==> src/rtl/mem_fill_arbiter.sv <==
// Single-port arbiter in front of pipelined main memory: serves one 8-word line fill
// at a time (D before I) and passes D-cache write-through stores straight through.
module mem_fill_arbiter (
    input  logic        clk,
    input  logic        rst_n,
    input  logic        i_miss,
    input  logic [15:0] i_addr,
    input  logic        d_miss,
    input  logic [15:0] d_addr,
    input  logic        d_store_req,
    input  logic [15:0] d_store_addr,
    input  logic [15:0] d_store_data,
    output logic        d_store_ack,
    output logic [15:0] i_data,
    output logic        i_data_valid,
    output logic [15:0] d_data,
    output logic        d_data_valid,
    output logic        mem_enable,
    output logic        mem_wr,
    output logic [15:0] mem_addr,
    output logic [15:0] mem_wdata,
    input  logic [15:0] mem_rdata,
    input  logic        mem_rdata_valid
);

    localparam logic [1:0] S_IDLE   = 2'd0;
    localparam logic [1:0] S_FILL_I = 2'd1;
    localparam logic [1:0] S_FILL_D = 2'd2;
    localparam logic [2:0] LAST_WORD = 3'd7;

    logic [1:0]  state_q, state_d;
    logic [11:0] base_q, base_d;
    logic [2:0]  ic_q, ic_d;
    logic        iss_done_q, iss_done_d;
    logic [2:0]  rc_q, rc_d;

    always_comb begin
        state_d      = state_q;
        base_d       = base_q;
        ic_d         = ic_q;
        iss_done_d   = iss_done_q;
        rc_d         = rc_q;
        mem_enable   = 1'b0;
        mem_wr       = 1'b0;
        mem_addr     = 16'h0;
        mem_wdata    = 16'h0;
        d_store_ack  = 1'b0;
        i_data       = 16'h0;
        i_data_valid = 1'b0;
        d_data       = 16'h0;
        d_data_valid = 1'b0;

        case (state_q)
            S_IDLE: begin
                if (d_store_req) begin
                    mem_enable  = 1'b1;
                    mem_wr      = 1'b1;
                    mem_addr    = d_store_addr;
                    mem_wdata   = d_store_data;
                    d_store_ack = 1'b1;
                end else if (d_miss) begin
                    base_d  = d_addr[15:4];
                    state_d = S_FILL_D;
                end else if (i_miss) begin
                    base_d  = i_addr[15:4];
                    state_d = S_FILL_I;
                end
            end
            S_FILL_I, S_FILL_D: begin
                // The 3-bit issue counter wraps after word 7, so a flag marks issue completion
                if (!iss_done_q) begin
                    mem_enable = 1'b1;
                    mem_addr   = {base_q, ic_q, 1'b0};
                    ic_d       = ic_q + 3'd1;
                    if (ic_q == LAST_WORD) iss_done_d = 1'b1;
                end
                if (mem_rdata_valid) begin
                    if (state_q == S_FILL_I) begin
                        i_data       = mem_rdata;
                        i_data_valid = 1'b1;
                    end else begin
                        d_data       = mem_rdata;
                        d_data_valid = 1'b1;
                    end
                    rc_d = rc_q + 3'd1;
                    if (rc_q == LAST_WORD) begin
                        state_d    = S_IDLE;
                        ic_d       = 3'd0;
                        rc_d       = 3'd0;
                        iss_done_d = 1'b0;
                    end
                end
            end
            default: state_d = S_IDLE;
        endcase

        // Outputs are forced low while reset is held, even if a store is requested in IDLE
        if (!rst_n) begin
            mem_enable   = 1'b0;
            mem_wr       = 1'b0;
            mem_addr     = 16'h0;
            mem_wdata    = 16'h0;
            d_store_ack  = 1'b0;
            i_data       = 16'h0;
            i_data_valid = 1'b0;
            d_data       = 16'h0;
            d_data_valid = 1'b0;
        end
    end

    always_ff @(posedge clk or negedge rst_n) begin
        if (!rst_n) begin
            state_q    <= S_IDLE;
            base_q     <= 12'h0;
            ic_q       <= 3'd0;
            iss_done_q <= 1'b0;
            rc_q       <= 3'd0;
        end else begin
            state_q    <= state_d;
            base_q     <= base_d;
            ic_q       <= ic_d;
            iss_done_q <= iss_done_d;
            rc_q       <= rc_d;
        end
    end

endmodule

==> config.mk <==
export PLATFORM = sky130hd
export DESIGN_NAME = mem_fill_arbiter
export DESIGN_NICKNAME = d
export VERILOG_FILES = /design/src/rtl/mem_fill_arbiter.sv
export SDC_FILE = /design/constraint.sdc
export NUM_CORES = 1
export LEC_CHECK = 0
export CAP_MARGIN = 20
export CORE_ASPECT_RATIO = 1.1
export CORE_MARGIN = 2
export CORE_UTILIZATION = 51
export DETAILED_ROUTE_END_ITERATION = 7
export DONT_BUFFER_PORTS = 1
export PLACE_DENSITY = 0.75
export SLEW_MARGIN = 20
export SYNTH_ARGS = -nofsm -noshare
export SYNTH_HDL_FRONTEND = slang
export SYNTH_SLANG_ARGS = --single-unit
==> constraint.sdc <==
create_clock -name clk -period 4.96 [get_ports clk]
set_clock_uncertainty 0.2 [all_clocks]
set_input_delay 0.496 -clock clk [delete_from_list [all_inputs] [get_ports clk]]
set_output_delay 0.496 -clock clk [all_outputs]
set_load 0.02 [all_outputs]
* Word-level counts from Yosys, hierarchy flattened
Cells that the tools add are included.
** Word-level totals
- Output and inout bits :: 69
- Register bits after elaboration :: 21
- Logic and storage cells :: 67
- Input bits :: 86
** Operators by class
- $add $sub $neg :: 2
- Equality and inequality tests :: 8
- Multiplexer cells :: 45
- Reduce and logical (&&, ||, !) cells :: 6
- Bitwise gates (word level) :: 1
** Operators with widths (number)
- 16-bit two-way mux :: 14
- 16-bit case mux with 2 select lines :: 1
- 12-bit two-way mux :: 2
- 1-bit two-way mux :: 17
- 3-bit two-way mux :: 4
- 2-bit two-way mux :: 5
- 3-bit by 1-bit adder with 3-bit output (second input constant) :: 2
- 3-bit == test (second input constant) :: 2
- 2-bit != test (second input constant) :: 3
- 2-bit case mux with 2 select lines :: 1
- 4-bit AND reduction :: 1
- 3-bit != test (second input constant) :: 1
- 3-bit AND reduction :: 1
- 2-bit by 1-bit == test with 1-bit output (second input constant) :: 1
- 2-bit == test (second input constant) :: 1
- 2-bit logical NOT :: 1
- 1-bit case mux with 2 select lines :: 1
- 2-bit AND reduction :: 1
- 2-bit nonzero test :: 1
- 2-bit OR reduction :: 1
- 1-bit inverter :: 1

* Logic depth before layout (Yosys ltp)
- Word-level depth :: 5
- Mapped depth :: 7
- Depth with buffers taken out :: 5

* Least setup slack after synthesis
OpenSTA, ideal clock, no wires.
- Path type :: register -> output
- Start point :: reg state_q[0]
- End point :: out mem_addr[10]
- Stages on the path, launching flop included :: 8
- Arrival time :: 1.660 ns
- Path slack :: 2.604 ns
- Path buffers :: 2
- Data required time :: 4.264 ns
- Cells stage by stage :: dfrtp_1 > inv_1 > ha_1 > nor2b_1 > buf_2 > buf_4 > a22oi_1 > nor2_1
** On the way
- Longest elaborated chain between the ends :: 4
- Elaborated cells on any way between the ends :: 6
- Classes of those cells :: eq/ne (2); mux (2); reduce/logical (2)
** RTL lines
- start: declaration :: line 31 : logic [1:0] state_q, state_d;
- start signal: assignment :: line 119 : state_q <= state_d;
- 2-bit by 1-bit == test with 1-bit output / 2-bit == test (equally long branches) :: line 53 : case (state_q)
- 2-bit OR reduction :: line 53
- 16-bit case mux with 2 select lines * :: line 53
- 16-bit two-way mux * :: line 98 : if (!rst_n) begin
- end: declaration :: line 20 : output logic [15:0] mem_addr,
Mark *: on every way between the ends. The rest lies on a longest branch, timed or not.

* Final worst setup path
- Start point :: reg state_q[0]
- End point :: out mem_addr[6]
Same word-level chain as after synthesis.

==> reports/qor.txt <==
Initial antenna violation count: 0
CP Buf/Inv Count: 1
Worst relative slew slack: 36.8%
Cells on Worst Hold Path: 1
Starting Density: 52.8%
Critical Path Start Type: flip-flop
Critical path class: flip-flop to primary output
CTS buffer count: 3
Yosys cell types: 33
Finish-stage setup viols: 0
CP cell instances: inv_1, ha_1, nor2b_2, a22oi_1, nor2_1
RSZ-0062 raised after global routing: no
Num rows: 22
Avg Vias per Cell: 6.39
Syn Std Cell Area: 1750 µm²
Root buffer cell: clkbuf_4
Max clock buf depth: 2
Post-Syn Nets: 285
Avg WL per Cell: 20.3 µm
Avg Cell Area, Syn: 9.24 µm²
Critical path endpoint category: primary output
Synth Register Bits: 21
Crit path max-delay family: simple AND/OR/NAND/NOR gates
Drt drc: 0
Ports: 155
Vias in the first global route: 1342
IO Port Bufs: 0
Final core occ: 52.9%
Commonest non-fill, non-tap cells in the layout: and2_1, dfrtp_1, nor2_1
DIE AREA: 3910 µm²
CP max stage cell: nor2b_2
Tmin final: 3.15 ns
Max-Cap Viols: 0
GRT Overall Usage: 21.2%
Starting DRC count in detailed routing: 49
Layout cells sized above 1: 11.6%
Die Wd: 59.8 µm
Max Clk Rate: 317 MHz
Via count: 1387
Power density of the placed cells: 481 nW/µm²
Cell area after layout: 1750 µm²
Final antenna-violating net count: 0
Static leakage: 0.770 nW
Commonest non-fill, non-tap cell in the layout: and2_1
IR drop worst, VDD: 0.260 mV
Area Overhead vs Synth: 0.0720%
First-pass detailed-route iteration total: 4
Seq/Total Area, Yosys: 30.1%
R2R cell count: 5
Max incr delay on CP: 0.62 ns
R2R Setup Slk: 2.62 ns
First-pass GRT wire length: 6.42 mm
Core area: 3300 µm²
Hold Violations, Final: 0
CTS tree: yes
Yosys synthesis warning count: 0
Outcome: completed
Ant diodes: 0
Synthesized netlist cell count: 189
Clk sinks: 21
Worst-path clk slew: 0.12 ns
Nets: 278
DP HPWL: 3.47 mm
H-tree depth: 1
Req. time, crit path: 4.26 ns
Setup TNS Final: 0 ns
Critical path peak fanout: 17
Detailed Route WL: 4.41 mm
Tightest Hold Check Type: input pin to flip-flop
Largest net degree at the start of global routing: 22
Filler instances: 288
Slew Limit Fails: 0
Worst Tran Pin Value: 0.944 ns
CP arrival: 2.46 ns
Routability cong.: 0.703
Die height: 65.4 µm
WP depth: 5
Clock latency at the later pin of the worst-skew pair: 0.29 ns
Tcrit/Tclk final: 63.6%
Placement Cell Area: 1710 µm²
Post_cts resized: 0
GRT Residual Overflow: 0
worst paths after layout:
kind | endpoint | start
max | mem_addr[6] | state_q[0]
min | state_q[0] | d_miss
max reg2reg | base_q[6] | state_q[1]
min reg2reg | rc_q[1] | rc_q[1]
max in group asynchronous | base_q[2] | rst_n
min in group asynchronous | base_q[11] | rst_n
stage by stage:
| step | worst slack, ns | cells | hold WS [ns] | total power [W] |
|---|---|---|---|---|
| 2_1_floorplan | 2.60 | 189 | 0.000409 | 0.000692 |
| 3_3_place_gp | 1.97 | 212 | 0.00102 | 0.000722 |
| 3_5_place_dp | 1.78 | 212 | 0.00142 | 0.000760 |
| 4_1_cts | 1.44 | 217 | 0.0716 | 0.000845 |
| 5_1_grt | 1.56 | 217 | 0.0761 | 0.000909 |
| 6_report | 1.81 | 217 | 0.0811 | 0.000841 |
synth_stat cells:
| cell type | instances | area (µm²) |
|---|---|---|
| o21ai_0 | 1 | 5.00 |
| a21oi_1 | 1 | 5.00 |
| a32o_1 | 2 | 20.0 |
| nand3b_1 | 1 | 7.51 |
| nand2_1 | 4 | 15.0 |
| a21o_1 | 2 | 15.0 |
| nand2b_1 | 2 | 12.5 |
| dfrtp_1 | 21 | 526 |
| and2_1 | 49 | 307 |
| nor2_1 | 20 | 75.1 |
| o32ai_1 | 1 | 8.76 |
| buf_4 | 4 | 30.0 |
| nand2_2 | 1 | 6.26 |
| nor3_1 | 2 | 10.0 |
| buf_6 | 2 | 22.5 |
| o22ai_1 | 1 | 6.26 |
| nor2b_1 | 2 | 12.5 |
| mux2_2 | 12 | 135 |
| ha_1 | 10 | 125 |
| a21boi_1 | 1 | 7.51 |
| a22oi_1 | 15 | 113 |
| a31oi_1 | 1 | 6.26 |
| nor3b_4 | 1 | 18.8 |
| and3_1 | 3 | 18.8 |
| mux2_1 | 13 | 146 |
| o41a_1 | 1 | 11.3 |
| inv_1 | 5 | 18.8 |
| nand3_1 | 1 | 5.00 |
| nor2_2 | 1 | 6.26 |
| nor3_2 | 1 | 10.0 |
| a22o_1 | 1 | 8.76 |
| clkbuf_1 | 3 | 11.3 |
| buf_2 | 4 | 20.0 |
registers in the layout (all words and copies together) (netlist names):
register    flops
iss_done_q      1
ic_q            3
base_q         12
rc_q            3
state_q         2
power by group:
group	total, W	switching (W)	internal (W)
clock	0.0000795	0.0000496	0.0000299
combinational	0.000450	0.000277	0.000173
sequential	0.000311	0.0000578	0.000253
logic make-up after synthesis:
group                    after synthesis  synth area share (%)
AO/OA/AOI/OAI                         27                  11.8
multiplexers                          25                  16.1
flip-flops                            21                  30.1
AND/OR/NAND/NOR                       88                  28.9
adder cells (fa/ha/maj)               10                  7.17
buffers and inverters                 18                  5.88
final cells by class:
| class | count | area (µm²) | share of cell area (%) |
|---|---|---|---|
| Timing Repair Buffer | 1 | 10.0 | 0.573 |
| Clock buffer | 3 | 22.5 | 1.29 |
| Multi-Input combinational cell | 150 | 1120 | 64.1 |
| Tap cell | 36 | 45.0 | 2.58 |
| Clock inverter | 1 | 5.00 | 0.287 |
| Sequential cell | 21 | 526 | 30.1 |
| Inverter | 5 | 18.8 | 1.07 |
layer usage:
layer / routed length, µm / global-route usage [%] / vias up
li1: - / - / 627
met1: 1660 / 23.8 / 655
met2: 2310 / 39.0 / 93
met3: 336 / 2.95 / 12
met4: 107 / 8.33 / 0
met5: 0 / 0 / -
what timing repair did:
item	4_1_cts	5_1_grt
buffers inserted	0	0
hold buffers	1	0
hold endpoints to repair	21	0
No activity file was read; power rests on OpenSTA's default activity.
